### src/rtl/atmr_vote_ctrl.sv
// rtl/atmr_vote_ctrl.sv - majority vote and replica retirement controller for a triple-replica datapath
//
// Registers the three replica words each accepted sample and presents the
// voted (TMR/FAIL) or selected (DEGRADED) word one cycle later. A replica is
// retired once it mismatches for THRESH consecutive accepted samples. A
// req/ack clear returns the block to TMR with all fault history wiped.
//
// Ports:
//   clk, rst                 clock, asynchronous active-high reset
//   in_valid                 replica words valid this cycle
//   ori_in, mai_in, men_in   replica 0/1/2 output words
//   out_valid                one-cycle pulse per accepted sample
//   z                        voted/selected word
//   mism                     per-replica mismatch on last sample {men,mai,ori}
//   fault                    sticky retired-replica flags
//   mode                     0=TMR, 1=DEGRADED, 2=FAIL
//   alarm                    sticky, set on entry to FAIL
//   evt_cnt                  saturating count of samples with any mismatch
//   clr_req, clr_ack         clear request level / one-cycle acknowledge

module atmr_vote_ctrl #(
    parameter int               WIDTH      = 10,
    parameter int               THRESH     = 4,
    parameter int               CNT_W      = 8,
    parameter logic [WIDTH-1:0] CHECK_MASK = {WIDTH{1'b1}}
) (
    input  logic             clk,
    input  logic             rst,
    input  logic             in_valid,
    input  logic [WIDTH-1:0] ori_in,
    input  logic [WIDTH-1:0] mai_in,
    input  logic [WIDTH-1:0] men_in,
    output logic             out_valid,
    output logic [WIDTH-1:0] z,
    output logic [2:0]       mism,
    output logic [2:0]       fault,
    output logic [1:0]       mode,
    output logic             alarm,
    output logic [CNT_W-1:0] evt_cnt,
    input  logic             clr_req,
    output logic             clr_ack
);

    typedef enum logic [1:0] {
        MODE_TMR  = 2'd0,
        MODE_DEG  = 2'd1,
        MODE_FAIL = 2'd2
    } mode_t;

    mode_t                   mode_q, mode_d;
    logic [2:0][CNT_W-1:0]   run_q, run_d;
    logic                    clr_block_q;

    logic [2:0][WIDTH-1:0]   rep;
    logic [WIDTH-1:0]        vote;
    logic                    d01, d02, d12, pair_diff;
    logic                    clr_go, accept;
    logic [2:0]              mis;
    logic [1:0]              n_fault;

    logic                    out_valid_d, alarm_d, clr_ack_d;
    logic [WIDTH-1:0]        z_d;
    logic [2:0]              mism_d, fault_d;
    logic [CNT_W-1:0]        evt_d;

    assign mode = mode_q;

    always_comb begin
        rep  = {men_in, mai_in, ori_in};
        vote = (ori_in & mai_in) | (ori_in & men_in) | (mai_in & men_in);

        d01 = |((ori_in ^ mai_in) & CHECK_MASK);
        d02 = |((ori_in ^ men_in) & CHECK_MASK);
        d12 = |((mai_in ^ men_in) & CHECK_MASK);

        // With one replica retired the vote is no longer meaningful, so the
        // two survivors are compared against each other and both are blamed.
        case (fault)
            3'b001:  pair_diff = d12;
            3'b010:  pair_diff = d02;
            3'b100:  pair_diff = d01;
            default: pair_diff = 1'b0;
        endcase

        // A clear only fires on a fresh request so a held level cannot
        // repeatedly wipe state.
        clr_go = clr_req & ~clr_block_q;
        accept = in_valid & ~clr_go;

        for (int r = 0; r < 3; r++) begin
            if (mode_q == MODE_DEG) begin
                mis[r] = ~fault[r] & pair_diff;
            end else begin
                mis[r] = ~fault[r] & (|((rep[r] ^ vote) & CHECK_MASK));
            end
        end

        mode_d      = mode_q;
        run_d       = run_q;
        fault_d     = fault;
        z_d         = z;
        mism_d      = mism;
        alarm_d     = alarm;
        evt_d       = evt_cnt;
        out_valid_d = 1'b0;
        clr_ack_d   = 1'b0;
        n_fault     = 2'd0;

        if (clr_go) begin
            mode_d    = MODE_TMR;
            run_d     = '0;
            fault_d   = 3'b000;
            mism_d    = 3'b000;
            alarm_d   = 1'b0;
            evt_d     = '0;
            clr_ack_d = 1'b1;
        end else if (accept) begin
            for (int r = 0; r < 3; r++) begin
                if (!fault[r]) begin
                    if (mis[r]) begin
                        if (run_q[r] != {CNT_W{1'b1}}) begin
                            run_d[r] = run_q[r] + 1'b1;
                        end
                        if (run_d[r] == CNT_W'(THRESH)) begin
                            fault_d[r] = 1'b1;
                        end
                    end else begin
                        run_d[r] = '0;
                    end
                end
            end

            n_fault = 2'(fault_d[0]) + 2'(fault_d[1]) + 2'(fault_d[2]);

            // FAIL is absorbing; otherwise the mode follows the fault count,
            // so a double retirement from TMR lands directly in FAIL.
            if (mode_q != MODE_FAIL) begin
                if (n_fault >= 2'd2) begin
                    mode_d = MODE_FAIL;
                end else if (n_fault == 2'd1) begin
                    mode_d = MODE_DEG;
                end else begin
                    mode_d = MODE_TMR;
                end
            end

            if (mode_d == MODE_FAIL) begin
                alarm_d = 1'b1;
            end

            // Output selection already follows the mode entered on this edge.
            if (mode_d == MODE_DEG) begin
                if (!fault_d[0]) begin
                    z_d = ori_in;
                end else if (!fault_d[1]) begin
                    z_d = mai_in;
                end else begin
                    z_d = men_in;
                end
            end else begin
                z_d = vote;
            end

            if ((mis != 3'b000) && (evt_cnt != {CNT_W{1'b1}})) begin
                evt_d = evt_cnt + 1'b1;
            end

            mism_d      = mis;
            out_valid_d = 1'b1;
        end
    end

    always_ff @(posedge clk or posedge rst) begin
        if (rst) begin
            mode_q      <= MODE_TMR;
            run_q       <= '0;
            clr_block_q <= 1'b0;
            out_valid   <= 1'b0;
            z           <= '0;
            mism        <= 3'b000;
            fault       <= 3'b000;
            alarm       <= 1'b0;
            evt_cnt     <= '0;
            clr_ack     <= 1'b0;
        end else begin
            mode_q      <= mode_d;
            run_q       <= run_d;
            clr_block_q <= clr_req;
            out_valid   <= out_valid_d;
            z           <= z_d;
            mism        <= mism_d;
            fault       <= fault_d;
            alarm       <= alarm_d;
            evt_cnt     <= evt_d;
            clr_ack     <= clr_ack_d;
        end
    end

endmodule

### config.mk
export PLATFORM = sky130hd
export DESIGN_NAME = atmr_vote_ctrl
export DESIGN_NICKNAME = d
export VERILOG_FILES = /design/src/rtl/atmr_vote_ctrl.sv
export SDC_FILE = /design/constraint.sdc
export NUM_CORES = 1
export LEC_CHECK = 0
export BUFFER_PORTS_ARGS = -buffer_cell sky130_fd_sc_hd__clkbuf_2
export CAP_MARGIN = 5
export CORE_ASPECT_RATIO = 1.5
export CORE_UTILIZATION = 45
export CTS_BUF_LIST = sky130_fd_sc_hd__clkbuf_4
export DETAILED_ROUTE_END_ITERATION = 10
export HOLD_SLACK_MARGIN = 0.15
export PLACE_DENSITY = 0.68
export SYNTH_ARGS = -nofsm -noshare
export SYNTH_HDL_FRONTEND = slang
export SYNTH_SLANG_ARGS = --single-unit
export TNS_END_PERCENT = 100
### constraint.sdc
create_clock -name clk -period 3.2 [get_ports clk]
set_clock_uncertainty 0.2 [all_clocks]
set_input_delay 0.64 -clock clk [delete_from_list [all_inputs] [get_ports clk]]
set_output_delay 0.64 -clock clk [all_outputs]
set_load 0.02 [all_outputs]
After elaboration in Yosys (flattened, before gate mapping):

Cells that the tools add are included.

* logic and storage cells: 143
* register bits: 54
* input bits: 34
* output and inout bits: 29

* bitwise gates (word level): 24
* reduce and logical (&&, ||, !) cells: 17
* $lt $le $gt $ge: 1
* muxes and demuxes: 65
* add/sub/neg operators: 6
* equal/unequal tests: 18

Operators with widths (number)
* two-way mux 8 bit: 24
* OR reduction 10 bit: 6
* XOR 10 bit: 6
* two-way mux 24 bit: 2
* adder 8 x 1 -> 8 bit, second input constant: 4
* != test 8 bit, second input constant: 4
* AND 10 bit: 3
* two-way mux 10 bit: 3
* two-way mux 1 bit: 25
* == test 8 x 3 -> 1 bit, second input constant: 3
* bitwise OR 10 bit: 2
* two-way mux 2 bit: 6
* two-way mux 3 bit: 4
* AND reduction 2 bit: 6
* AND 1 bit: 8
* == test 2 x 1 -> 1 bit, second input constant: 3
* != test 2 x 1 -> 1 bit, second input constant: 3
* nonzero test 2 bit: 3
* NOT 1 bit: 5
* == test 3 x 1 -> 1 bit, second input constant: 1
* == test 3 x 2 -> 1 bit, second input constant: 1
* == test 3 bit, second input constant: 1
* case mux 1 bit (3 select lines): 1
* nonzero test 3 bit: 1
* 6 further kinds: 6

Longest topological paths before layout:

* depth in word-level cells: 29
* gate-level depth with buffers: 14
* gate-level depth less buffers: 14

Least setup slack after synthesis:

Ideal clock, no wire load.

* path type: input to register
* start point: input port mai_in[1]
* end point: register z[8]
* required time: 2.861 ns
* stages on the path: 13
* buffers on the path: 1
* library setup time: 0.139 ns
* data arrival time: 3.739 ns
* path slack: -0.878 ns
* cell sequence: ha_1 nor4_1 a31oi_2 or4_1 a31oi_1 buf_2 inv_1 fa_1 nand2b_1 nor2_1 nor3_1 a21oi_1 o221ai_1

* cells in the longest elaborated chain, start to end: 21
* elaborated cells on any way between the ends: 49
* classes of those cells: 2 x add/sub; 1 x order compare; 2 x eq/ne; 24 x mux; 15 x bitwise; 5 x reduce/logical

RTL lines
* from (decl): RTL line 31 `input logic [WIDTH-1:0] mai_in,`
* AND 10 bit: RTL line 70 `vote = (ori_in & mai_in) | (ori_in & men_in) | (mai_in & men_in);`
* bitwise OR 10 bit (2 in a row): RTL line 70
* XOR 10 bit: RTL line 94 `mis[r] = ~fault[r] & (|((rep[r] ^ vote) & CHECK_MASK));`
* OR reduction 10 bit: RTL line 94
* AND 1 bit: RTL line 94
* two-way mux 1 bit: RTL line 91 `if (mode_q == MODE_DEG) begin`
* two-way mux 1 bit: RTL line 120 `if (mis[r]) begin`
* two-way mux 1 bit: RTL line 119 `if (!fault[r]) begin`
* [... 4 more ...]
* == test 2 x 1 -> 1 bit: RTL line 140 `end else if (n_fault == 2'd1) begin`
* two-way mux 1 bit: RTL line 140
* two-way mux 2 bit: RTL line 138 `if (n_fault >= 2'd2) begin`
* two-way mux 2 bit: RTL line 137 `if (mode_q != MODE_FAIL) begin`
* two-way mux 2 bit: RTL line 117 `end else if (accept) begin`
* two-way mux 2 bit: RTL line 109 `if (clr_go) begin`
* == test 2 x 1 -> 1 bit: RTL line 152 `if (mode_d == MODE_DEG) begin`
* two-way mux 10 bit *: RTL line 152
* to (signal assigned): RTL line 190 `z <= z_d;`
* to (decl): RTL line 34 `output logic [WIDTH-1:0] z,`

Mark *: on every way between the ends. The rest lies on a longest branch, timed or not. The select of a mux whose other input is x is not followed.
A chain may end at the register's enable or synchronous reset.

Final worst setup path:

* start point: input port ori_in[1]
* end point: register z[7]

* cells in the longest elaborated chain, start to end: 21
* elaborated cells on any way between the ends: 49
* classes of those cells: 2 x add/sub; 1 x order compare; 2 x eq/ne; 24 x mux; 15 x bitwise; 5 x reduce/logical

RTL lines
* from (decl): RTL line 30 `input logic [WIDTH-1:0] ori_in,`
* AND 10 bit: RTL line 70
* bitwise OR 10 bit (2 in a row): RTL line 70
* XOR 10 bit: RTL line 94
* OR reduction 10 bit: RTL line 94
* AND 1 bit: RTL line 94
* two-way mux 1 bit: RTL line 91
* two-way mux 1 bit: RTL line 120
* two-way mux 1 bit: RTL line 119
* [... 4 more ...]
* == test 2 x 1 -> 1 bit: RTL line 140
* two-way mux 1 bit: RTL line 140
* two-way mux 2 bit: RTL line 138
* two-way mux 2 bit: RTL line 137
* two-way mux 2 bit: RTL line 117
* two-way mux 2 bit: RTL line 109
* == test 2 x 1 -> 1 bit: RTL line 152
* two-way mux 10 bit *: RTL line 152

Marks and branches as above.

==> impl_metrics.ini <==
[cells_and_area]
fillCellCount = 729
layout.nets = 690
area_growth_pct = 43.4
post-route-cell-area_mm2 = 0.00601
final_cells = 733
drive_gt1_frac = 0.391

[timing]
slew_headroom = 0.586
max_freq_mhz = 288
rsz0062_at_grt = true
hold_viol = 0
period_share = 1.08
tightestPinTransition_ps = 614
fin_ws_ps = -270
setup_violations = 10
maxSlewViolCount = 0
fin_crit_ps = 3470

[power_and_ir_drop]
peakVddDrop_v = 0.000399
finalPower_uw = 3490
cellLeakagePower_uw = 0.00265
p_per_area_mw_per_mm2 = 581

[routing]
drt-initial-drc-count = 147
drt.antenna.violating_nets = 0
via_count = 4275
detail_route.vias_per_cell = 5.83
avgRoutedWirePerCell_um = 17.0
first_pass_iters = 4
drt-total-wl_um = 12400
route.detailed.drc = 0

[clock_network]
cts-root-buf = clkbuf_4
cts.reportedPaths.clkPinSlew_ps = 160
numCtsBuffers = 5
clk_path_buf_depth = 2
cts.sinks = 54
clk_latency_ps = 390
cts_tree = built
htreeDepth = 2

[setup_path]
cp-endpoint = z[7]
r2r-start = run_q[1]
crit_path_end_kind = flop
reg2reg_to = z[1]
crit_arrival_ps = 3530
worstRegToRegCells = 13
worstPathRequired_ps = 3260
setup.worst_path.class = in2reg
r2r_setup_slack_ps = -220
crit_start = ori_in[1]
startpoint_type = input pin
worst-path-max-fanout = 10

[place]
hpwl_um = 9620
dp_cells = 714
place_ws_ps = -764
postPlaceCellArea_mm2 = 0.00556
place.gp.congestion = 0.859
placement.io_buffers = 62

[synthesis]
synth.avg_cell_area_um2 = 8.99
ys_seq_area_frac = 0.323
synthArstFlopShare = 1.00
synth_area_mm2 = 0.00419
synth_fp_nets = 535
yosysWarnings = 0
ys_ff_latch = 54
synthFlopType = dfrtp_1
synth.distinct_cells = 62
netlist_instances = 466
synth_edf_count = 0

[run]
maxCapViolations = 0

[floorplanning]
coreArea_mm2 = 0.00893
num_rows = 42
die_x_um = 80.8
dieHeight_um = 120
die_area_mm2 = 0.00971
start_util = 0.469
num_io_pins = 63

[outcome]
violations = negative setup slack
status = finished with violations

[global_routing]
antenna_found_initial = 1
grt_usage = 0.264
grt_pass1_vias = 4441
grt_max_degree = 32
overflow = 0
grt_pass1_wl_um = 19800

[worst_hold_path]
hp-class = reg2reg
-- state kept, by name, summed over array words and instances, names as in the netlist, 2 cells and up --
signal and flops:
run_q 24, mode 2, evt_cnt 8, z 10, mism 3, fault 3
-- how the worst min path moves through the flow --
| stage | start | endpoint | slack [ps] | cells past startpoint |
|---|---|---|---|---|
| final | alarm | alarm | 320 | 2 |
| after global routing | alarm | alarm | 350 | 2 |
| after CTS | alarm | alarm | 330 | 2 |
| after detailed placement | z[3] | z[3] | 300 | 2 |
| after global placement | z[3] | z[3] | 290 | 2 |
| after floorplan | run_q[8] | run_q[8] | 300 | 1 |
-- metrics by stage --
step           TNS (ps)  hold slack, ps  utilization
3_5_place_dp     -10970             298        0.622
2_1_floorplan     -4270             299            -
3_3_place_gp     -10690             286        0.622
6_report          -2450             324        0.672
5_1_grt           -3440             349        0.672
4_1_cts           -2000             330        0.650
-- Yosys cell counts, types with 4 or more instances --
| cell type | instances | area, um2 |
|---|---|---|
| o21ai_1 | 5 | 25.0 |
| and2_1 | 4 | 25.0 |
| or3_1 | 6 | 37.5 |
| a31oi_1 | 8 | 50.1 |
| and3_1 | 4 | 25.0 |
| o221ai_1 | 10 | 87.6 |
| nand4_1 | 4 | 25.0 |
| clkbuf_1 | 4 | 15.0 |
| nand3_1 | 18 | 90.1 |
| nor3_4 | 4 | 65.1 |
| nand2_1 | 28 | 105 |
| o21ai_0 | 11 | 55.1 |
| inv_1 | 30 | 113 |
| o31ai_1 | 5 | 37.5 |
| nor3_1 | 23 | 115 |
| nor3_2 | 6 | 60.1 |
| ha_1 | 34 | 425 |
| nand2b_1 | 4 | 25.0 |
| o31a_1 | 6 | 52.6 |
| nor4_1 | 15 | 93.8 |
| buf_2 | 4 | 20.0 |
| nor2_1 | 25 | 93.8 |
| a21oi_1 | 46 | 230 |
| mux2i_1 | 16 | 160 |
| or2_2 | 4 | 25.0 |
| xnor2_1 | 27 | 236 |
| dfrtp_1 | 54 | 1350 |
| o22ai_1 | 8 | 50.1 |
-- cell type report --
type	instances	area, um2	share of cell area
Inverter	30	113	0.0187
Multi-Input combinational cell	368	3170	0.527
Timing Repair Buffer	162	1180	0.196
Tap cell	110	138	0.0229
Antenna cell	1	2.50	0.000417
Clock inverter	2	13.8	0.00229
Sequential cell	54	1350	0.225
Clock buffer	6	45.0	0.00750
-- cell families (layout without fill, tap and decap cells) --
kind of cell,count (synthesis),in the layout,synth area share
other,0,1,0
muxes,17,17,0.0409
buffers and inverters,44,200,0.0436
xor gates and xnor gates,29,29,0.0606
DFF,54,54,0.323
and+or+nand+nor,162,162,0.225
adders and majority gates,35,35,0.106
AOI/OAI and AO/OA,125,125,0.201
-- critical path: stages --
cell,delay (ps)
clkbuf_2,140
ha_4,250
nor4_2,380
a31oi_2,190
or4_4,480
a31oi_4,190
inv_2,50
fa_1,530
nand2b_4,90
nor2_4,130
buf_12,140
nor3_1,50
a21oi_1,130
o221ai_1,130
-- repair_timing --
action | in CTS | in global routing
endpoints found under the hold margin | 24 | 0
resized for setup | 21 | 49
hold buffers | 2 | 0
pin swaps | 5 | 6
setup buffers | 4 | 5
endpoints found under the setup margin | 11 | 11
-- cells in the final DEF (no fill, tap or decap), types with 5 or more instances in the layout --
master	count
clkbuf_2	46
nand2_1	28
a21oi_1	46
ha_4	21
inv_1	28
nor3_2	6
nor2_1	24
ha_1	12
a31oi_1	5
nand3_1	17
nor4_1	6
buf_4	98
o31a_1	6
o21ai_0	11
o22ai_1	8
o31ai_1	5
mux2i_1	16
clkbuf_4	7
buf_6	5
o21ai_1	5
dfrtp_1	54
nor4_2	7
nor4_4	5
o221ai_1	9
xnor2_1	26
nor3_1	21
nor3_4	6
or3_1	6
-- report_power, final --
group | total, uW | switching (uW) | leakage (uW) | internal (uW)
Sequential | 1010 | 155 | 0.000712 | 858
Clock | 326 | 230 | 0.0000356 | 95.6
Combinational | 2150 | 1160 | 0.00190 | 996
Total | 3490 | 1540 | 0.00265 | 1950
-- per-layer routing --
layer	share of wire	wire length, um	GRT usage
met1	0.38	4760	0.279
met2	0.55	6830	0.490
met3	0.029	361	0.0373
met4	0.040	493	0.135
met5	0	0	0
(Power assumes the default switching activity.)
